--- src/rtl/frequency_result_dumper_pkg.sv ---
// Shared types and constants for the frequency result dumper.
// Latency: n/a (declarations only).
// Backpressure: n/a.
package frequency_dump_pkg;

    typedef enum logic [1:0] {
        IDLE = 2'd0,
        SEND = 2'd1,
        DONE = 2'd2
    } state_e;

    localparam logic [15:0] HEADER_MAGIC         = 16'hF0A5;
    localparam logic [31:0] DEFAULT_DUMP_REQUEST = 32'd666;

    // Stream length of one dump: f1/f2 per pixel plus the optional header.
    function automatic int unsigned words_per_dump(input int unsigned num_pixels,
                                                   input bit          header_en);
        return 2 * num_pixels + (header_en ? 1 : 0);
    endfunction

endpackage

--- src/rtl/frequency_result_dumper_if.sv ---
// Command input and result stream of the frequency result dumper.
// Latency: n/a (wires only).
// Backpressure: out_ready stalls the stream; commands have no backpressure.
interface frequency_result_dumper_if #(
    parameter int VALUE_WIDTH = 32
);
    logic                   cmd_valid;
    logic [31:0]            cmd_data;
    logic [VALUE_WIDTH-1:0] out_data;
    logic                   out_valid;
    logic                   out_ready;
    logic                   out_last;

    // Dumper side.
    modport slave (
        input  cmd_valid, cmd_data, out_ready,
        output out_data, out_valid, out_last
    );

    // Command issuer / stream consumer side.
    modport master (
        output cmd_valid, cmd_data, out_ready,
        input  out_data, out_valid, out_last
    );
endinterface

--- src/rtl/frequency_result_dumper.sv ---
// Snapshots all f1/f2 action-time values on a dump command and streams them out as words.
// Latency: first word valid 1 cycle after the accepting command edge; one word per ready cycle.
// Backpressure: out_ready low holds out_data/out_last; dump commands while busy are dropped (overrun).
// Optional: define FREQUENCY_DUMP_HEADER_EN to prepend {magic, seq, word count} to each dump.
module frequency_result_dumper
    import frequency_dump_pkg::*;
#(
    parameter int          NUM_PIXELS               = 3,
    parameter int          VALUE_WIDTH              = 32,
    parameter logic [31:0] DUMP_FREQUENCIES_REQUEST = DEFAULT_DUMP_REQUEST
) (
    input  logic                                  clock,
    input  logic                                  reset,
    frequency_result_dumper_if.slave              bus,
    input  logic [2*NUM_PIXELS*VALUE_WIDTH-1:0]   values,
    output logic                                  busy,
    output logic                                  irq,
    input  logic                                  irq_ack,
    output logic                                  overrun
);

    localparam int SLOTS = 2 * NUM_PIXELS;
`ifdef FREQUENCY_DUMP_HEADER_EN
    localparam bit HDR_EN = 1'b1;
`else
    localparam bit HDR_EN = 1'b0;
`endif
    localparam int WORDS = int'(words_per_dump(NUM_PIXELS, HDR_EN));
    // Header mode never exceeds index SLOTS, so this width covers both builds.
    localparam int IDX_W = $clog2(SLOTS + 1);

    state_e                 state_q, state_d;
    logic [IDX_W-1:0]       index_q, index_d;
    logic [VALUE_WIDTH-1:0] shadow_q [SLOTS];
    logic [VALUE_WIDTH-1:0] shadow_d [SLOTS];
    logic [7:0]             seq_q, seq_d;
    logic                   irq_q, irq_d;
    logic                   overrun_q, overrun_d;

    logic                   cmd_hit;
    logic                   last_word;
    logic                   xfer;
    logic [IDX_W-1:0]       slot;
    logic [VALUE_WIDTH-1:0] word;

    assign cmd_hit   = bus.cmd_valid && (bus.cmd_data == DUMP_FREQUENCIES_REQUEST);
    assign last_word = (index_q == IDX_W'(WORDS - 1));
    assign xfer      = (state_q == SEND) && bus.out_ready;

    // Select the word at the current stream position (header first when enabled).
    always_comb begin
`ifdef FREQUENCY_DUMP_HEADER_EN
        slot = index_q - 1'b1;
        if (index_q == '0) begin
            word = VALUE_WIDTH'({HEADER_MAGIC, seq_q, 8'(SLOTS)});
        end else begin
            word = shadow_q[slot];
        end
`else
        slot = index_q;
        word = shadow_q[slot];
`endif
    end

    // Stream outputs are pure functions of registered state, so they stay stable while stalled.
    assign bus.out_valid = (state_q == SEND);
    assign bus.out_data  = (state_q == SEND) ? word : '0;
    assign bus.out_last  = (state_q == SEND) && last_word;
    assign busy          = (state_q != IDLE);
    assign irq           = irq_q;
    assign overrun       = overrun_q;

    // Next-state logic; set events on irq/overrun are applied after the ack clear so they win.
    always_comb begin
        state_d   = state_q;
        index_d   = index_q;
        shadow_d  = shadow_q;
        seq_d     = seq_q;
        irq_d     = irq_q;
        overrun_d = overrun_q;

        if (irq_ack) begin
            irq_d     = 1'b0;
            overrun_d = 1'b0;
        end

        case (state_q)
            IDLE: begin
                if (cmd_hit) begin
                    for (int k = 0; k < SLOTS; k++) begin
                        shadow_d[k] = values[k*VALUE_WIDTH +: VALUE_WIDTH];
                    end
                    index_d = '0;
                    state_d = SEND;
                end
            end
            SEND: begin
                if (cmd_hit) begin
                    overrun_d = 1'b1;
                end
                if (xfer) begin
                    if (last_word) begin
                        // irq rises on entering DONE so it is visible while busy is still high.
                        irq_d   = 1'b1;
                        state_d = DONE;
                    end else begin
                        index_d = index_q + 1'b1;
                    end
                end
            end
            DONE: begin
                if (cmd_hit) begin
                    overrun_d = 1'b1;
                end
                irq_d   = 1'b1;
                seq_d   = seq_q + 8'd1;
                state_d = IDLE;
            end
            default: begin
                state_d = IDLE;
            end
        endcase
    end

    // State register; reset aborts any dump in flight.
    always_ff @(posedge clock or posedge reset) begin
        if (reset) begin
            state_q   <= IDLE;
            index_q   <= '0;
            shadow_q  <= '{default: '0};
            seq_q     <= '0;
            irq_q     <= 1'b0;
            overrun_q <= 1'b0;
        end else begin
            state_q   <= state_d;
            index_q   <= index_d;
            shadow_q  <= shadow_d;
            seq_q     <= seq_d;
            irq_q     <= irq_d;
            overrun_q <= overrun_d;
        end
    end

endmodule
--- src/flat_wrapper.sv ---
// flat-port wrapper written by rule: the top's interface ports become plain ports
module frequency_result_dumper_flat import frequency_dump_pkg::*;
#(
    parameter int          NUM_PIXELS               = 3,
    parameter int          VALUE_WIDTH              = 32,
    parameter logic [31:0] DUMP_FREQUENCIES_REQUEST = DEFAULT_DUMP_REQUEST
)
  (clock, reset, values, busy, irq, irq_ack, overrun, bus_cmd_valid, bus_cmd_data, bus_out_ready, bus_out_data, bus_out_valid, bus_out_last);
  frequency_result_dumper_if #(.VALUE_WIDTH(VALUE_WIDTH)) bus_i ();
  input  logic clock;
  input  logic reset;
  input  logic [2*NUM_PIXELS*VALUE_WIDTH-1:0] values;
  output logic busy;
  output logic irq;
  input  logic irq_ack;
  output logic overrun;
  input wire logic [$bits(bus_i.cmd_valid)-1:0] bus_cmd_valid;
  input wire logic [$bits(bus_i.cmd_data)-1:0] bus_cmd_data;
  input wire logic [$bits(bus_i.out_ready)-1:0] bus_out_ready;
  output wire logic [$bits(bus_i.out_data)-1:0] bus_out_data;
  output wire logic [$bits(bus_i.out_valid)-1:0] bus_out_valid;
  output wire logic [$bits(bus_i.out_last)-1:0] bus_out_last;
  assign bus_i.cmd_valid = bus_cmd_valid;
  assign bus_i.cmd_data = bus_cmd_data;
  assign bus_i.out_ready = bus_out_ready;
  assign bus_out_data = bus_i.out_data;
  assign bus_out_valid = bus_i.out_valid;
  assign bus_out_last = bus_i.out_last;
  frequency_result_dumper #(.NUM_PIXELS(NUM_PIXELS), .VALUE_WIDTH(VALUE_WIDTH), .DUMP_FREQUENCIES_REQUEST(DUMP_FREQUENCIES_REQUEST)) u_core (.clock(clock), .reset(reset), .bus(bus_i), .values(values), .busy(busy), .irq(irq), .irq_ack(irq_ack), .overrun(overrun));
endmodule
--- config.mk ---
export PLATFORM = sky130hd
export DESIGN_NAME = frequency_result_dumper_flat
export DESIGN_NICKNAME = d
export VERILOG_FILES = /design/src/rtl/frequency_result_dumper_pkg.sv /design/src/rtl/frequency_result_dumper_if.sv /design/src/rtl/frequency_result_dumper.sv /design/src/flat_wrapper.sv
export SDC_FILE = /design/constraint.sdc
export NUM_CORES = 1
export LEC_CHECK = 0
export BUFFER_PORTS_ARGS = -buffer_cell sky130_fd_sc_hd__buf_4
export CAP_MARGIN = 30
export CORE_ASPECT_RATIO = 1.1
export CORE_UTILIZATION = 57
export DETAILED_ROUTE_END_ITERATION = 12
export PLACE_DENSITY = 0.91
export SLEW_MARGIN = 30
export SYNTH_ARGS = -nofsm -noshare
export SYNTH_HDL_FRONTEND = slang
export SYNTH_SLANG_ARGS = --single-unit
--- constraint.sdc ---
create_clock -name clock -period 9.8 [get_ports clock]
set_clock_uncertainty 0.15 [all_clocks]
set_input_delay 0.49 -clock clock [delete_from_list [all_inputs] [get_ports clock]]
set_output_delay 0.49 -clock clock [all_outputs]
set_load 0.005 [all_outputs]
=== Yosys cells after proc, flatten, opt, wreduce, memory -nomap -nowiden ===
Index checks and enable logic that the tools add are counted.

* Bits in registers: 199
* Input bits: 229
* Output and inout bits: 37
* Word-level logic and storage cells: 50

* $add $sub $neg: 1
* Order comparisons: 1
* Equal/unequal tests: 8
* Multiplexer cells: 19
* Bitwise logic cells: 1
* Reductions and logical operators: 10

{| class="wikitable"
|+ Operator list
! kind !! count
|-
| $bmux 32 s3 || 1
|-
| $mux 32 || 3
|-
| $eq 32x10->1 const B || 1
|-
| $mux 3 || 3
|-
| $mux 1 || 6
|-
| $mux 2 || 3
|-
| $ne 2x1->1 const B || 3
|-
| $pmux 3 s2 || 1
|-
| $ge 4x4->1 const B || 1
|-
| $not 3->4 || 1
|-
| $pmux 2 s2 || 1
|-
| $reduce_and 4->1 || 1
|-
| $reduce_bool 2->1 || 2
|-
| $add 3x1->3 const B || 1
|-
| $eq 3x3->1 const B || 1
|-
| $logic_and 1x1->1 || 3
|-
| $reduce_and 3->1 || 1
|-
| $eq 2x1->1 const B || 1
|-
| $eq 2x2->1 const B || 1
|-
| $logic_not 2->1 || 1
|-
| $ne 2x2->1 const B || 1
|-
| $pmux 1 s2 || 1
|-
| $reduce_and 2->1 || 1
|-
| $reduce_or 2->1 || 1
|}

=== Depth between registers and ports, before layout ===
Gate-level depths: netlist (run 1).

* Word-level depth: 5
* Gate-level depth with buffers: 7
* Depth with buffers taken out: 6

=== Worst setup path before layout (run 1) ===
No wires, ideal clock.

* Path kind: register -> output
* Start point: reg u_core.index_q[0]
* End point: out bus_out_data[18]
* Data arrival time: 1.716 ns
* Data required time: 9.160 ns
* Setup slack: 7.444 ns
* Cell stages (with the launch flop): 7
* Path buffers: 2
* Cell sequence: dfrtp_1 -> buf_2 -> buf_4 -> mux4_2 -> nand2_1 -> o21ai_0 -> and2_1

* Longest elaborated chain between the ends: 5

{| class="wikitable"
|+ Ends and longest elaborated chain
! item !! RTL line !! source
|-
| from (decl) || frequency_result_dumper.sv:33 || <nowiki>logic [IDX_W-1:0] index_q, index_d;</nowiki>
|-
| from (signal assigned) || frequency_result_dumper.sv:136 || <nowiki>index_q <= index_d;</nowiki>
|-
| $not 3->4 (not written as such) || frequency_result_dumper.sv:61 || <nowiki>word = shadow_q[slot];</nowiki>
|-
| $bmux 32 s3 || frequency_result_dumper.sv:61 ||
|-
| $mux 32 (not written as such) (2 in series) || frequency_result_dumper.sv:61 ||
|-
| $mux 32 || frequency_result_dumper.sv:67 || <nowiki>assign bus.out_data = (state_q == SEND) ? word : '0;</nowiki>
|-
| to (decl) || flat_wrapper.sv:20 || <nowiki>output wire logic [$bits(bus_i.out_data)-1:0] bus_out_data;</nowiki>
|}

Every way passes these cells. The select of a mux whose other input is x is not followed.

=== Final worst setup path (run 1) ===
* Start point: reg u_core.index_q[0]
* End point: out bus_out_data[3]

Same word-level chain as after synthesis.

==> results of run 1 <==
-- metrics by stage --
step                      instance area, sq um  utilization [%]  hold WS, ns  setup slack (ns)  instances
after floorplan                           9523                -       0.3024             3.734        668
after global placement                   11520            70.36       0.3123             6.501       1100
after detailed placement                 11520            70.37       0.3223             6.542       1100
after CTS                                12120            74.04      0.09872             6.062       1132
after global routing                     12160            74.26      0.03725             5.913       1133
final                                    12160            74.26     -0.02353             6.118       1133
-- per-layer routing --
layer	GRT usage, %	part of all wire, %
met5	0	0.14
met4	14.43	4.6
met3	6.563	6.0
met2	46.21	50
met1	31.63	39
-- logic make-up (layout without fill, tap and decap cells) --
family | after synthesis | after routing | share of synthesized area, %
buffers and inverters | 50 | 311 | 3.600
flip-flops | 199 | 199 | 52.29
multiplexers | 258 | 258 | 33.85
AND/OR/NAND/NOR | 107 | 107 | 6.307
AO/OA/AOI/OAI | 47 | 47 | 3.035
adder cells (fa/ha/maj) | 7 | 7 | 0.9197
-- power groups by stage --
stage / Clock (mW) / Combinational, mW / Sequential, mW
after floorplan: 0 / 0.0269 / 0.838
after global placement: 0 / 0.0981 / 0.846
after detailed placement: 0 / 0.0996 / 0.846
after CTS: 0.714 / 0.100 / 0.830
after global routing: 0.744 / 0.107 / 0.830
final: 0.704 / 0.0983 / 0.830
-- state kept, by name, indices dropped and copies added (netlist names) --
signal,count
u_core.irq,1
u_core.index_q,3
u_core.overrun,1
u_core.state_q,2
u_core.shadow_q,192
-- worst max-delay path: cells and delay by family, from the launching register on --
kind	cells	cell delay, ns
DFF	1	0.74
buffers and inverters	2	0.84
and+or+nand+nor	2	0.29
muxes	1	0.59
AOI/OAI and AO/OA	1	0.12
-- final timing paths --
kind	end	depth (start not counted)	slack, ns
setup / recovery	bus_out_data[3]	6	6.12
hold / removal	u_core.shadow_q[118]	2	-0.02
setup reg to reg	u_core.shadow_q[42]	7	6.74
hold reg to reg	u_core.shadow_q[83]	1	0.34
max in group asynchronous	u_core.shadow_q[102]	3	8.40
min in group clock	u_core.shadow_q[82]	2	0.12
-- cell type report --
cell class / count / area [sq um] / area share, %
Clock buffer: 18 / 439.2 / 3.613
Sequential cell: 199 / 4985 / 41.01
Clock inverter: 14 / 160.2 / 1.318
Multi-Input combinational cell: 419 / 4203 / 34.58
Tap cell: 204 / 255.2 / 2.100
Timing Repair Buffer: 271 / 2071 / 17.04
Inverter: 8 / 42.54 / 0.3500
-- placed cells by master (no fill, tap or decap), types with 3 or more instances in the layout --
master and instances:
clkbuf_16 17, mux2i_1 34, dfrtp_1 197, nand4_1 3, mux2_2 12, nor4b_1 4, o221ai_1 3, inv_1 5
clkinv_4 5, buf_4 268, inv_8 4, and2_1 32, ha_1 7, nor4_1 6, nand3_1 8, nand2_1 38
mux2_1 180, mux4_2 32, o21ai_0 32, nor3_1 3
==> impl_metrics.py, run 1 <==
metrics = {
    "power": {
        "p_leak_nw": 6.214,
        "p_clk_share_pct": 43.1,
        "finalPower_mw": 1.632,
        "ir_drop_v": 0.0001248,
        "combPwrFrac_pct": 6.0,
        "switching_power_mw": 0.3757,
        "switching_share_pct": 23.03,
        "p_int_mw": 1.256,
        "p_per_area_nw_per_um2": 134.2,
        "pwr-share-seq_pct": 50.8,
    },
    "finish": {
        "drive_above_1_share_pct": 38.21,
        "insertedDiodeCount": 0,
        "area_growth_pct": 27.64,
        "fin_nets": 1152,
        "fillers": 1104,
    },
    "yosys": {
        "synth_cell_types": 41,
        "synth_seq_cells": 199,
        "yosys-top-cells-count": "dfrtp_1, mux2_1, nand2_1, mux2i_1",
        "syn_nets": 904,
        "yosysMostFrequentCell": "dfrtp_1",
        "synth.area.top_cells": "dfrtp_1, mux2_1, mux4_2",
        "yosys.area.top_type": "dfrtp_1",
        "ys.flop_type": "dfrtp_1",
        "seq_area_frac_synth_pct": 52.29,
        "async_flop_share_pct": 100.0,
        "netlist_instances": 668,
        "synth_top_area_share_pct": 52.29,
        "yosys_warnings": 0,
        "syn_avg_cell_area_sq_um": 14.26,
        "syn_area_sq_um": 9523,
        "synth_edf_count": 0,
    },
    "timing": {
        "whs_ns": -0.02353,
        "slew_viol_final": 0,
        "relSlewSlack_pct": 39.31,
        "rsz0062_at_grt": "no",
        "hold_violations": 21,
        "setup_tns_ns": 0,
        "period_share_pct": 37.58,
        "tightest_slew_ns": 0.9104,
        "final-setup-viol-count": 0,
        "maxClockFrequency_mhz": 271.6,
        "period_needed_ns": 3.682,
    },
    "routing": {
        "drc_errors": 18,
        "wl_um": 22310,
        "num_vias": 6497,
        "wl_per_cell_um": 19.69,
        "routed_via_density": 5.734,
        "drt-pass1-iter-count": 8,
        "drtAntennaViolNets": 0,
        "first_iter_violations": 392,
    },
    "clock_network": {
        "cts-root-buf": "clkbuf_16",
        "numCtsBuffers": 17,
        "clockBufferDepth": 2,
        "hold_buffers": 0,
        "cts_resized": 0,
        "cts_tree": "built",
        "clk_latency_ns": 0.43,
        "path_clk_slew_ns": 0.07,
        "post-cts-setup-buffers": 0,
        "cts.sinks": 199,
        "htree_levels": 4,
    },
    "setup_path": {
        "worstPathMaxFanout": 41,
        "reg2reg_from": "u_core.state_q[0]",
        "crit_path_start": "u_core.index_q[0]",
        "endpoint_kind": "output port",
        "crit_top_cell": "buf_4",
        "cp.required_ns": 9.16,
        "critPathLaunchType": "flop",
        "critPathMaxStageDelay_ns": 0.74,
        "path_class": "flop to output port",
        "cp.arrival_ns": 3.04,
        "slowest_stage": "dfrtp_4",
        "cp_cell_sequence": "buf_4 > mux4_2 > nand2_1 > o21ai_0 > and2_1 > buf_4",
    },
    "global_route": {
        "grt_util_all_layers_pct": 26.91,
        "antenna_found_initial": 2,
        "grt-ovfl-total": 0,
        "grt_pass1_vias": 7023,
        "grt_max_degree": 193,
        "grt_pass1_wl_um": 35360,
    },
    "floorplan": {
        "die-area_sq_um": 17230,
        "coreArea_sq_um": 16370,
        "ios": 266,
        "start_util_pct": 58.17,
        "die_h_um": 137.6,
        "die_w_um": 125.2,
        "rows": 49,
    },
    "placed_design": {
        "place.gp.congestion": 0.8215,
        "port_buffers": 265,
        "dpl.hpwl_um": 15560,
    },
    "outcome": {
        "violations": "DRC, hold timing",
        "outcome": "complete, but fails checks",
    },
    "hold_path": {
        "min_path_type": "primary input to async pin",
    },
    "job": {
        "drv_cap": 0,
    },
}
Note: power is estimated with default switching activity, not from simulation.
==> inputs of run 2 (changes only) <==
--- a/config.mk
+++ b/config.mk
@@ -8,9 +8,9 @@
 export BUFFER_PORTS_ARGS = -buffer_cell sky130_fd_sc_hd__buf_4
 export CAP_MARGIN = 30
 export CORE_ASPECT_RATIO = 1.1
-export CORE_UTILIZATION = 57
+export CORE_UTILIZATION = 53
 export DETAILED_ROUTE_END_ITERATION = 12
-export PLACE_DENSITY = 0.91
+export PLACE_DENSITY = 0.86
 export SLEW_MARGIN = 30
 export SYNTH_ARGS = -nofsm -noshare
 export SYNTH_HDL_FRONTEND = slang
==> constraint.sdc (replaced) <==
create_clock -name clock -period 3.8 [get_ports clock]
set_clock_uncertainty 0.15 [all_clocks]
set_input_delay 0.19 -clock clock [delete_from_list [all_inputs] [get_ports clock]]
set_output_delay 0.19 -clock clock [all_outputs]
set_load 0.005 [all_outputs]
==> run 2 against run 1 <==
Compared with the run above:
- the run now ends clean
- first-iteration DRC count grew 18%
- sequential power increased to 2.6 times the previous value
- sequential share of layout area down 5.9 points
- critical path type unchanged
- wire length is 31% higher
- clock-buffer cell count is the same
- clock power grew to 2.7 times the previous value
- worst setup slack worse by 5.3 ns
- global-route usage grew 5.8 points
- total power rose to 2.8 times the previous value
- non-clock buffer count up 201
==> impl_metrics.py, run 2 (synthesis gave the netlist of run 1 again) <==
metrics = {
    "finish": {
        "final_cell_mix": "buf_4, dfrtp_1, dlygate4sd3_1, mux2_1, nand2_1",
        "layoutNonFillerInstCount": 1371,
        "biggestRegsByFlops": "u_core.shadow_q: 192 flops, u_core.index_q: 3 flops, u_core.state_q: 2 flops",
        "area_growth_pct": 49.28,
        "fillers": 937,
        "fin_util_pct": 80.43,
        "fin_nets": 1353,
        "seq_area_sq_um": 4985,
        "drive_above_1_share_pct": 31.77,
        "largest_reg_flops": 192,
        "final_area_sq_um": 14220,
        "final_common_cell": "buf_4",
        "multiInputGateArea_sq_um": 4200,
        "top_register": "u_core.shadow_q",
    },
    "clock_network": {
        "clockBufferDepth": 2,
        "numCtsBuffers": 17,
        "htree_levels": 4,
        "cts.sinks": 199,
        "path_clk_slew_ns": 0.07,
        "clk_latency_ns": 0.43,
        "cts-root-buf": "clkbuf_16",
        "cts_resized": 0,
        "cts_tree": "built",
    },
    "timing": {
        "maxClockFrequency_mhz": 335.5,
        "tightest_slew_ns": 0.8042,
        "slew_viol_final": 0,
        "setup_tns_ns": 0,
        "period_share_pct": 78.44,
        "final-setup-viol-count": 0,
        "relSlewSlack_pct": 46.05,
        "rsz0062_at_grt": "no",
        "hold_violations": 0,
        "period_needed_ns": 2.981,
    },
    "job": {
        "drv_cap": 0,
    },
    "floorplan": {
        "ios": 266,
        "die-area_sq_um": 18510,
        "rows": 51,
        "die_h_um": 142.6,
        "die_w_um": 129.8,
        "coreArea_sq_um": 17680,
        "start_util_pct": 53.88,
    },
    "setup_path": {
        "cp.required_ns": 3.46,
        "critPathLaunchType": "flop",
        "cp.arrival_ns": 2.64,
        "rrSetupSlack_ns": 1.04,
        "worstPathMaxFanout": 25,
        "endpoint_kind": "output port",
        "path_class": "flop to output port",
    },
    "power": {
        "combPwrFrac_pct": 10.0,
        "switching_share_pct": 22.85,
        "switching_power_mw": 1.029,
        "p_per_area_nw_per_um2": 316.6,
        "finalPower_mw": 4.501,
        "ir_drop_v": 0.0002903,
        "pwr-share-seq_pct": 47.4,
        "p_int_mw": 3.473,
        "p_leak_nw": 7.052,
        "p_clk_share_pct": 42.7,
    },
    "global_route": {
        "grt_pass1_wl_um": 44740,
        "grt_util_all_layers_pct": 32.69,
        "antenna_found_initial": 3,
        "grt_pass1_vias": 8633,
        "grt_max_degree": 116,
        "grt-ovfl-total": 0,
    },
    "placed_design": {
        "dpl.hpwl_um": 15800,
        "dp.cells": 1141,
        "place.gp.congestion": 0.7807,
        "port_buffers": 265,
        "place_area_sq_um": 11650,
    },
    "outcome": {
        "outcome": "finished, final reports clean",
    },
    "routing": {
        "drtAntennaViolNets": 0,
        "wl_per_cell_um": 21.35,
        "num_vias": 7646,
        "drt-pass1-iter-count": 4,
        "drc_errors": 0,
        "first_iter_violations": 463,
        "routed_via_density": 5.577,
        "wl_um": 29270,
    },
    "hold_path": {
        "min_path_type": "primary input to flop",
    },
}
## run 2: timing repair
item	CTS	global route
buffers inserted	0	0
hold buffers	195	0
endpoints found under the hold margin	213	0
## run 2: power by group through the flow
stage | logic [mW] | registers [mW] | clock network [mW]
finish | 0.449 | 2.13 | 1.92
global route | 0.478 | 2.13 | 2.02
CTS | 0.439 | 2.13 | 1.92
detailed placement | 0.269 | 2.17 | 0
global placement | 0.264 | 2.17 | 0
floorplan | 0.0698 | 2.16 | 0
## run 2: metal layers
layer  vias up  share of wire [%]  wire length (um)  GRT usage [%]
met3       126                5.0              1475          7.180
met4         0                5.2              1525          19.34
met2       331                 54             15870          58.80
met1      3839                 36             10400          34.88
li1       3350                  -                 -              -
met5         -                  0                 0              0
## run 2: per-stage QoR
stage          hold WS [ns]  worst slack [ns]
2_1_floorplan        0.1747            0.8857
3_3_place_gp        0.09199             1.179
3_5_place_dp         0.1034             1.136
4_1_cts              0.1205            0.8379
5_1_grt              0.1547            0.6765
6_report             0.1401            0.8192
## run 2: final timing paths
kind | from | cells after the start | to
worst max-delay path | u_core.index_q[0] | 6 | bus_out_data[26]
worst min-delay path | bus_cmd_data[28] | 5 | u_core.index_q[2]
worst max register to register | u_core.state_q[0] | 6 | u_core.shadow_q[140]
worst min register to register | u_core.shadow_q[109] | 1 | u_core.shadow_q[109]
max in group asynchronous | reset | 4 | u_core.shadow_q[98]
min in group asynchronous | reset | 3 | u_core.shadow_q[185]
## run 2: critical path, cell delays in order, from the launching register on
cell and delay [ns]:
dfrtp_4 0.75, buf_4 0.36, mux4_2 0.58, nand2_1 0.09, o21ai_0 0.10, and2_1 0.18, buf_4 0.14
## run 2: final cells by class
| type | count | area share [%] |
|---|---|---|
| inverters | 8 | 0.2376 |
| well taps | 238 | 2.095 |
| multi-input cells | 419 | 29.55 |
| clock buffers | 18 | 3.019 |
| diodes | 3 | 0.05281 |
| repair buffers | 472 | 28.71 |
| flip-flops and latches | 199 | 35.06 |
| clock inverters | 14 | 1.276 |
